==> config.mk <==
export PLATFORM = sky130hd
export DESIGN_NAME = rpn_exec_unit
export DESIGN_NICKNAME = d
export VERILOG_FILES = /design/src/rtl/rpn_exec_unit.sv
export SDC_FILE = /design/constraint.sdc
export NUM_CORES = 2
export LEC_CHECK = 0
export ABC_AREA = 1
export CAP_MARGIN = 40
export CORE_ASPECT_RATIO = 0.7
export CORE_MARGIN = 10
export CORE_UTILIZATION = 55
export DETAILED_ROUTE_END_ITERATION = 10
export PLACE_DENSITY_LB_ADDON = 0.12
export SYNTH_ARGS = -nofsm -noshare
export SYNTH_HDL_FRONTEND = slang
export SYNTH_SLANG_ARGS = --single-unit
==> constraint.sdc <==
create_clock -name clk -period 7.5 [get_ports clk]
set_clock_uncertainty 0.1 [all_clocks]
set_input_delay 1.875 -clock clk [delete_from_list [all_inputs] [get_ports clk]]
set_output_delay 1.875 -clock clk [all_outputs]
set_load 0.03 [all_outputs]
==> src/rtl/rpn_exec_unit.sv <==
// RPN execute stage: pops B then A from the input stack, applies one ALU op, presents a WIDTH-bit result.
// Optional iterative unsigned divider enabled by defining RPN_DIV_EN; without it op 011 is rejected as illegal.
module rpn_exec_unit #(
  parameter int WIDTH = 32,
  parameter int CNT_W = 6
) (
  input  logic             clk,
  input  logic             reset,
  input  logic             start,
  input  logic [2:0]       op,
  input  logic [WIDTH-1:0] stack_data,
  input  logic             stack_have_data,
  output logic             pop,
  output logic [WIDTH-1:0] result,
  output logic             result_valid,
  output logic             busy,
  output logic [1:0]       err
);

  if ((2 ** CNT_W) <= WIDTH) begin : g_bad_cnt_w
    $error("CNT_W too narrow to count WIDTH divider steps");
  end

  localparam logic [2:0] OP_ADD  = 3'd0;
  localparam logic [2:0] OP_SUB  = 3'd1;
  localparam logic [2:0] OP_MUL  = 3'd2;
  localparam logic [2:0] OP_DIV  = 3'd3;
  localparam logic [2:0] OP_AND  = 3'd4;
  localparam logic [2:0] OP_OR   = 3'd5;
  localparam logic [2:0] OP_XOR  = 3'd6;
  localparam logic [2:0] OP_PASS = 3'd7;

  localparam logic [1:0] ERR_OK    = 2'b00;
  localparam logic [1:0] ERR_UNDER = 2'b01;
  localparam logic [1:0] ERR_DIVZ  = 2'b10;
  localparam logic [1:0] ERR_ILL   = 2'b11;

  typedef enum logic [3:0] {
    IDLE,
    CHK_B,
    POP_B,
    CAP_B,
    CHK_A,
    POP_A,
    CAP_A,
    EXEC,
`ifdef RPN_DIV_EN
    DIV_LOOP,
`endif
    DONE,
    ERR
  } state_t;

  state_t           state, state_nxt;
  logic [2:0]       op_q;
  logic [WIDTH-1:0] a_q, b_q;
  logic [WIDTH-1:0] alu;
  logic             illegal_op;

`ifdef RPN_DIV_EN
  logic [WIDTH-1:0] rem_q, quo_q;
  logic [CNT_W-1:0] cnt_q;
  logic [WIDTH:0]   rem_sh, rem_diff;
  logic [WIDTH-1:0] rem_nxt, quo_nxt;

  assign illegal_op = 1'b0;

  // Restoring step: shift next dividend bit into the remainder, subtract B if it fits.
  always_comb begin
    rem_sh   = {rem_q, quo_q[WIDTH-1]};
    rem_diff = rem_sh - {1'b0, b_q};
    rem_nxt  = rem_sh[WIDTH-1:0];
    quo_nxt  = {quo_q[WIDTH-2:0], 1'b0};
    if (rem_sh >= {1'b0, b_q}) begin
      rem_nxt  = rem_diff[WIDTH-1:0];
      quo_nxt  = {quo_q[WIDTH-2:0], 1'b1};
    end
  end
`else
  assign illegal_op = (op == OP_DIV);
`endif

  always_comb begin
    alu = a_q;
    case (op_q)
      OP_ADD:  alu = a_q + b_q;
      OP_SUB:  alu = a_q - b_q;
      OP_MUL:  alu = a_q * b_q;
      OP_AND:  alu = a_q & b_q;
      OP_OR:   alu = a_q | b_q;
      OP_XOR:  alu = a_q ^ b_q;
      OP_PASS: alu = a_q;
      default: alu = a_q;
    endcase
  end

  always_ff @(posedge clk or posedge reset) begin
    if (reset) state <= IDLE;
    else       state <= state_nxt;
  end

  always_comb begin
    state_nxt = state;
    case (state)
      IDLE:  if (start) state_nxt = illegal_op ? ERR : CHK_B;
      CHK_B: state_nxt = stack_have_data ? POP_B : ERR;
      POP_B: state_nxt = CAP_B;
      CAP_B: state_nxt = CHK_A;
      // haveData here already reflects the B pop
      CHK_A: state_nxt = stack_have_data ? POP_A : ERR;
      POP_A: state_nxt = CAP_A;
      CAP_A: state_nxt = EXEC;
`ifdef RPN_DIV_EN
      EXEC: begin
        if (op_q == OP_DIV) state_nxt = (b_q == '0) ? ERR : DIV_LOOP;
        else                state_nxt = DONE;
      end
      DIV_LOOP: if (cnt_q == CNT_W'(1)) state_nxt = DONE;
`else
      EXEC:  state_nxt = DONE;
`endif
      DONE:    state_nxt = IDLE;
      ERR:     state_nxt = IDLE;
      default: state_nxt = IDLE;
    endcase
  end

  assign pop          = (state == POP_B) || (state == POP_A);
  assign busy         = (state != IDLE);
  assign result_valid = (state == DONE);

  always_ff @(posedge clk or posedge reset) begin
    if (reset) begin
      op_q   <= '0;
      a_q    <= '0;
      b_q    <= '0;
      result <= '0;
      err    <= ERR_OK;
`ifdef RPN_DIV_EN
      rem_q  <= '0;
      quo_q  <= '0;
      cnt_q  <= '0;
`endif
    end else begin
      case (state)
        IDLE: begin
          if (start) begin
            op_q <= op;
            err  <= illegal_op ? ERR_ILL : ERR_OK;
          end
        end
        CHK_B: if (!stack_have_data) err <= ERR_UNDER;
        CAP_B: b_q <= stack_data;
        CHK_A: if (!stack_have_data) err <= ERR_UNDER;
        CAP_A: a_q <= stack_data;
`ifdef RPN_DIV_EN
        EXEC: begin
          if (op_q == OP_DIV) begin
            if (b_q == '0) begin
              err <= ERR_DIVZ;
            end else begin
              rem_q <= '0;
              quo_q <= a_q;
              cnt_q <= CNT_W'(WIDTH);
            end
          end else begin
            result <= alu;
          end
        end
        DIV_LOOP: begin
          rem_q <= rem_nxt;
          quo_q <= quo_nxt;
          cnt_q <= cnt_q - CNT_W'(1);
          if (cnt_q == CNT_W'(1)) result <= quo_nxt;
        end
`else
        EXEC: result <= alu;
`endif
        default: ;
      endcase
    end
  end

endmodule

==> impl_metrics.yaml <==
die:
  die_w_um: 277
  ioPinCount: 76
  coreArea_um2: 45400
  start_util: 0.560
  fp.dieH_um: 200
  std_cell_rows: 65
  dieArea_um2: 55300
drt:
  vias_per_cell: 5.54
  drc: 0
  totalWireLength_um: 89200
  wl_per_cell_um: 21.3
  drt_first_iter_violations: 2347
  first_pass_iters: 6
  num_vias: 23200
  antenna_left: 0
synthesis:
  synthCells: 3495
  syn_avg_cell_area_um2: 7.27
  synthFlopType: "dfrtp_1"
  ys_seq_elements: 105
  synth_nets: 4162
  ys_types: 61
  yosys_warnings: 0
  synth-edff-count: 0
  netlist_area_um2: 25400
  synthArstFlopShare: 1.00
  yosysSeqAreaShare: 0.103
worst_setup_path:
  worstPathArrival_ps: 7510
  end_kind: "register"
  crit_fanout: 15
  rr_worst_depth: 25
  crit_path_start_kind: "register"
  path_class: "register to register"
  cp_data_required_time_ps: 7730
sta:
  setup_viol: 0
  fin_crit_sh: 0.971
  relSlewSlack: 0.375
  hold_viol_final: 0
  rsz0062_at_grt: "false"
  hold_ws_ps: 389
  finalWorstSetupSlack_ps: 221
  drv_slew: 0
  worstMarginPinSlew_ps: 938
  fmaxAchievable_mhz: 137
  fin_crit_ps: 7280
layout:
  filler_cell_count: 4197
  antennaDiodeCount: 0
  multi_input_area_um2: 18600
  final_util: 0.618
  regArea_um2: 2650
  fin_nets: 4254
  syn_to_final_growth_pct: 10.4
  drive_gt1_frac: 0.0757
global_route:
  track_usage: 0.324
  grt_pass1_wl_um: 138000
  grt_max_degree: 47
  antenna_found_initial: 1
  grt_overflow_total: 0
  grt_pass1_vias: 23500
clocking:
  clock_sinks: 105
  cts_tree: "done"
  cts.htree.levels: 3
  clockBufferDepth: 2
  root_buffer: "clkbuf_16"
  cts_buffers: 9
  clock_latency_ps: 390
  clkTransAtPathRegs_ps: 80
job:
  max_cap_violations: 0
hold_path:
  hold_depth: 2
  hp-class: "register to register"
place:
  gp_congestion: 0.979
  dp_slack_ps: -46.1
  dp.final_hpwl_um: 73200
  io_buffers: 75
outcome:
  status: "completed"
[worst max-delay path, stage by stage (launching register included)]
cell and delay (ps):
dfrtp_1 930, buf_4 270, nand2_1 50, inv_1 80, fa_1 450, fa_1 520, inv_1 50, fa_1 400
fa_1 520, fa_1 590, inv_1 70, fa_1 450, fa_1 520, fa_1 430, ha_1 450, nand2_1 140
nor2_1 180, nand2_1 100, nor3_1 140, nand2_1 80, o211ai_1 140, or2_2 160, nand3_1 150, nand3_1 140
nand2_1 60, nand2_1 50
[stage by stage]
| stage | setup TNS (ps) | cells | instance area (µm²) |
|---|---|---|---|
| 2_1_floorplan | 0 | 3495 | 25400 |
| 3_3_place_gp | -35.9 | 4171 | 27600 |
| 3_5_place_dp | -46.1 | 4177 | 27700 |
| 4_1_cts | 0 | 4193 | 28000 |
| 5_1_grt | 0 | 4195 | 28100 |
| 6_report | 0 | 4195 | 28100 |
[path summary, 6_finish.rpt]
check	from	slack (ps)	endpoint
setup / recovery	b_q[16]	220	result[28]
hold / removal	result[9]	390	result[9]
setup reg to reg	b_q[16]	220	result[28]
hold reg to reg	result[9]	390	result[9]
max in group asynchronous	reset	4350	b_q[5]
min in group asynchronous	reset	1760	result[21]
[per-layer routing]
layer / wire [µm] / global-route usage / vias to the layer above
met1: 37900 / 0.449 / 11300
met4: 3510 / 0.121 / 0
met3: 9930 / 0.0747 / 218
li1: - / - / 10500
met2: 37800 / 0.488 / 1238
met5: 0 / 0 / -
[Yosys cell counts, types with 11 or more instances]
| cell | number | share of area |
|---|---|---|
| a221oi_1 | 15 | 0.0052 |
| a21oi_1 | 87 | 0.017 |
| nand2_1 | 961 | 0.14 |
| xor2_1 | 39 | 0.013 |
| ha_1 | 219 | 0.11 |
| inv_2 | 11 | 0.0016 |
| nand4_1 | 17 | 0.0042 |
| a211oi_1 | 12 | 0.0035 |
| o21ai_1 | 11 | 0.0022 |
| buf_2 | 28 | 0.0055 |
| nand3_1 | 115 | 0.023 |
| buf_1 | 30 | 0.0044 |
| dfrtp_1 | 105 | 0.10 |
| clkbuf_1 | 103 | 0.015 |
| fa_1 | 409 | 0.32 |
| or2_2 | 24 | 0.0059 |
| nor3_1 | 21 | 0.0041 |
| o21bai_1 | 11 | 0.0033 |
| o21ai_0 | 155 | 0.031 |
| inv_1 | 914 | 0.14 |
| nor2_1 | 97 | 0.014 |
[flip-flops by register name, indices dropped and copies added, names as in the netlist]
name and flops:
op_q 3, result 32, a_q 32, state 4, err 2, b_q 32
[cell families after synthesis]
family,Yosys count,synth area share
fa+ha+maj,628,0.430
flops,105,0.103
buf+inv,1093,0.164
simple gates,1272,0.206
compound gates,351,0.0806
xor+xnor,46,0.0159
[what timing repair did]
item                       CTS  global route
setup endpoints to repair    1            15
gates resized for setup      2            20
hold buffers                 0             0
setup buffers                0             2
[final cells by class]
type,instances,area share
sequential,105,0.0945
timing repair buffer,247,0.0797
clock buffer,9,0.00803
inverter,927,0.124
clock inverter,7,0.00219
multi-input combinational,2297,0.664
tap,603,0.0269
[placed cells by master (no fill, tap or decap), types with 12 or more instances in the layout]
cell type          n
clkdlybuf4s50_1   75
xor2_1            39
ha_1             218
a221oi_1          15
dfrtp_2           16
nand4_1           17
buf_4            158
o21ai_0          155
nor3_1            20
a211oi_1          12
nand3_1          114
nor2_1            97
nand2_1          960
fa_1             409
a21oi_1           85
dfrtp_1           88
or2_2             24
inv_1            912
Power is not shown: default switching activity piles up to over one toggle a cycle in this logic, so the estimate is an artifact.
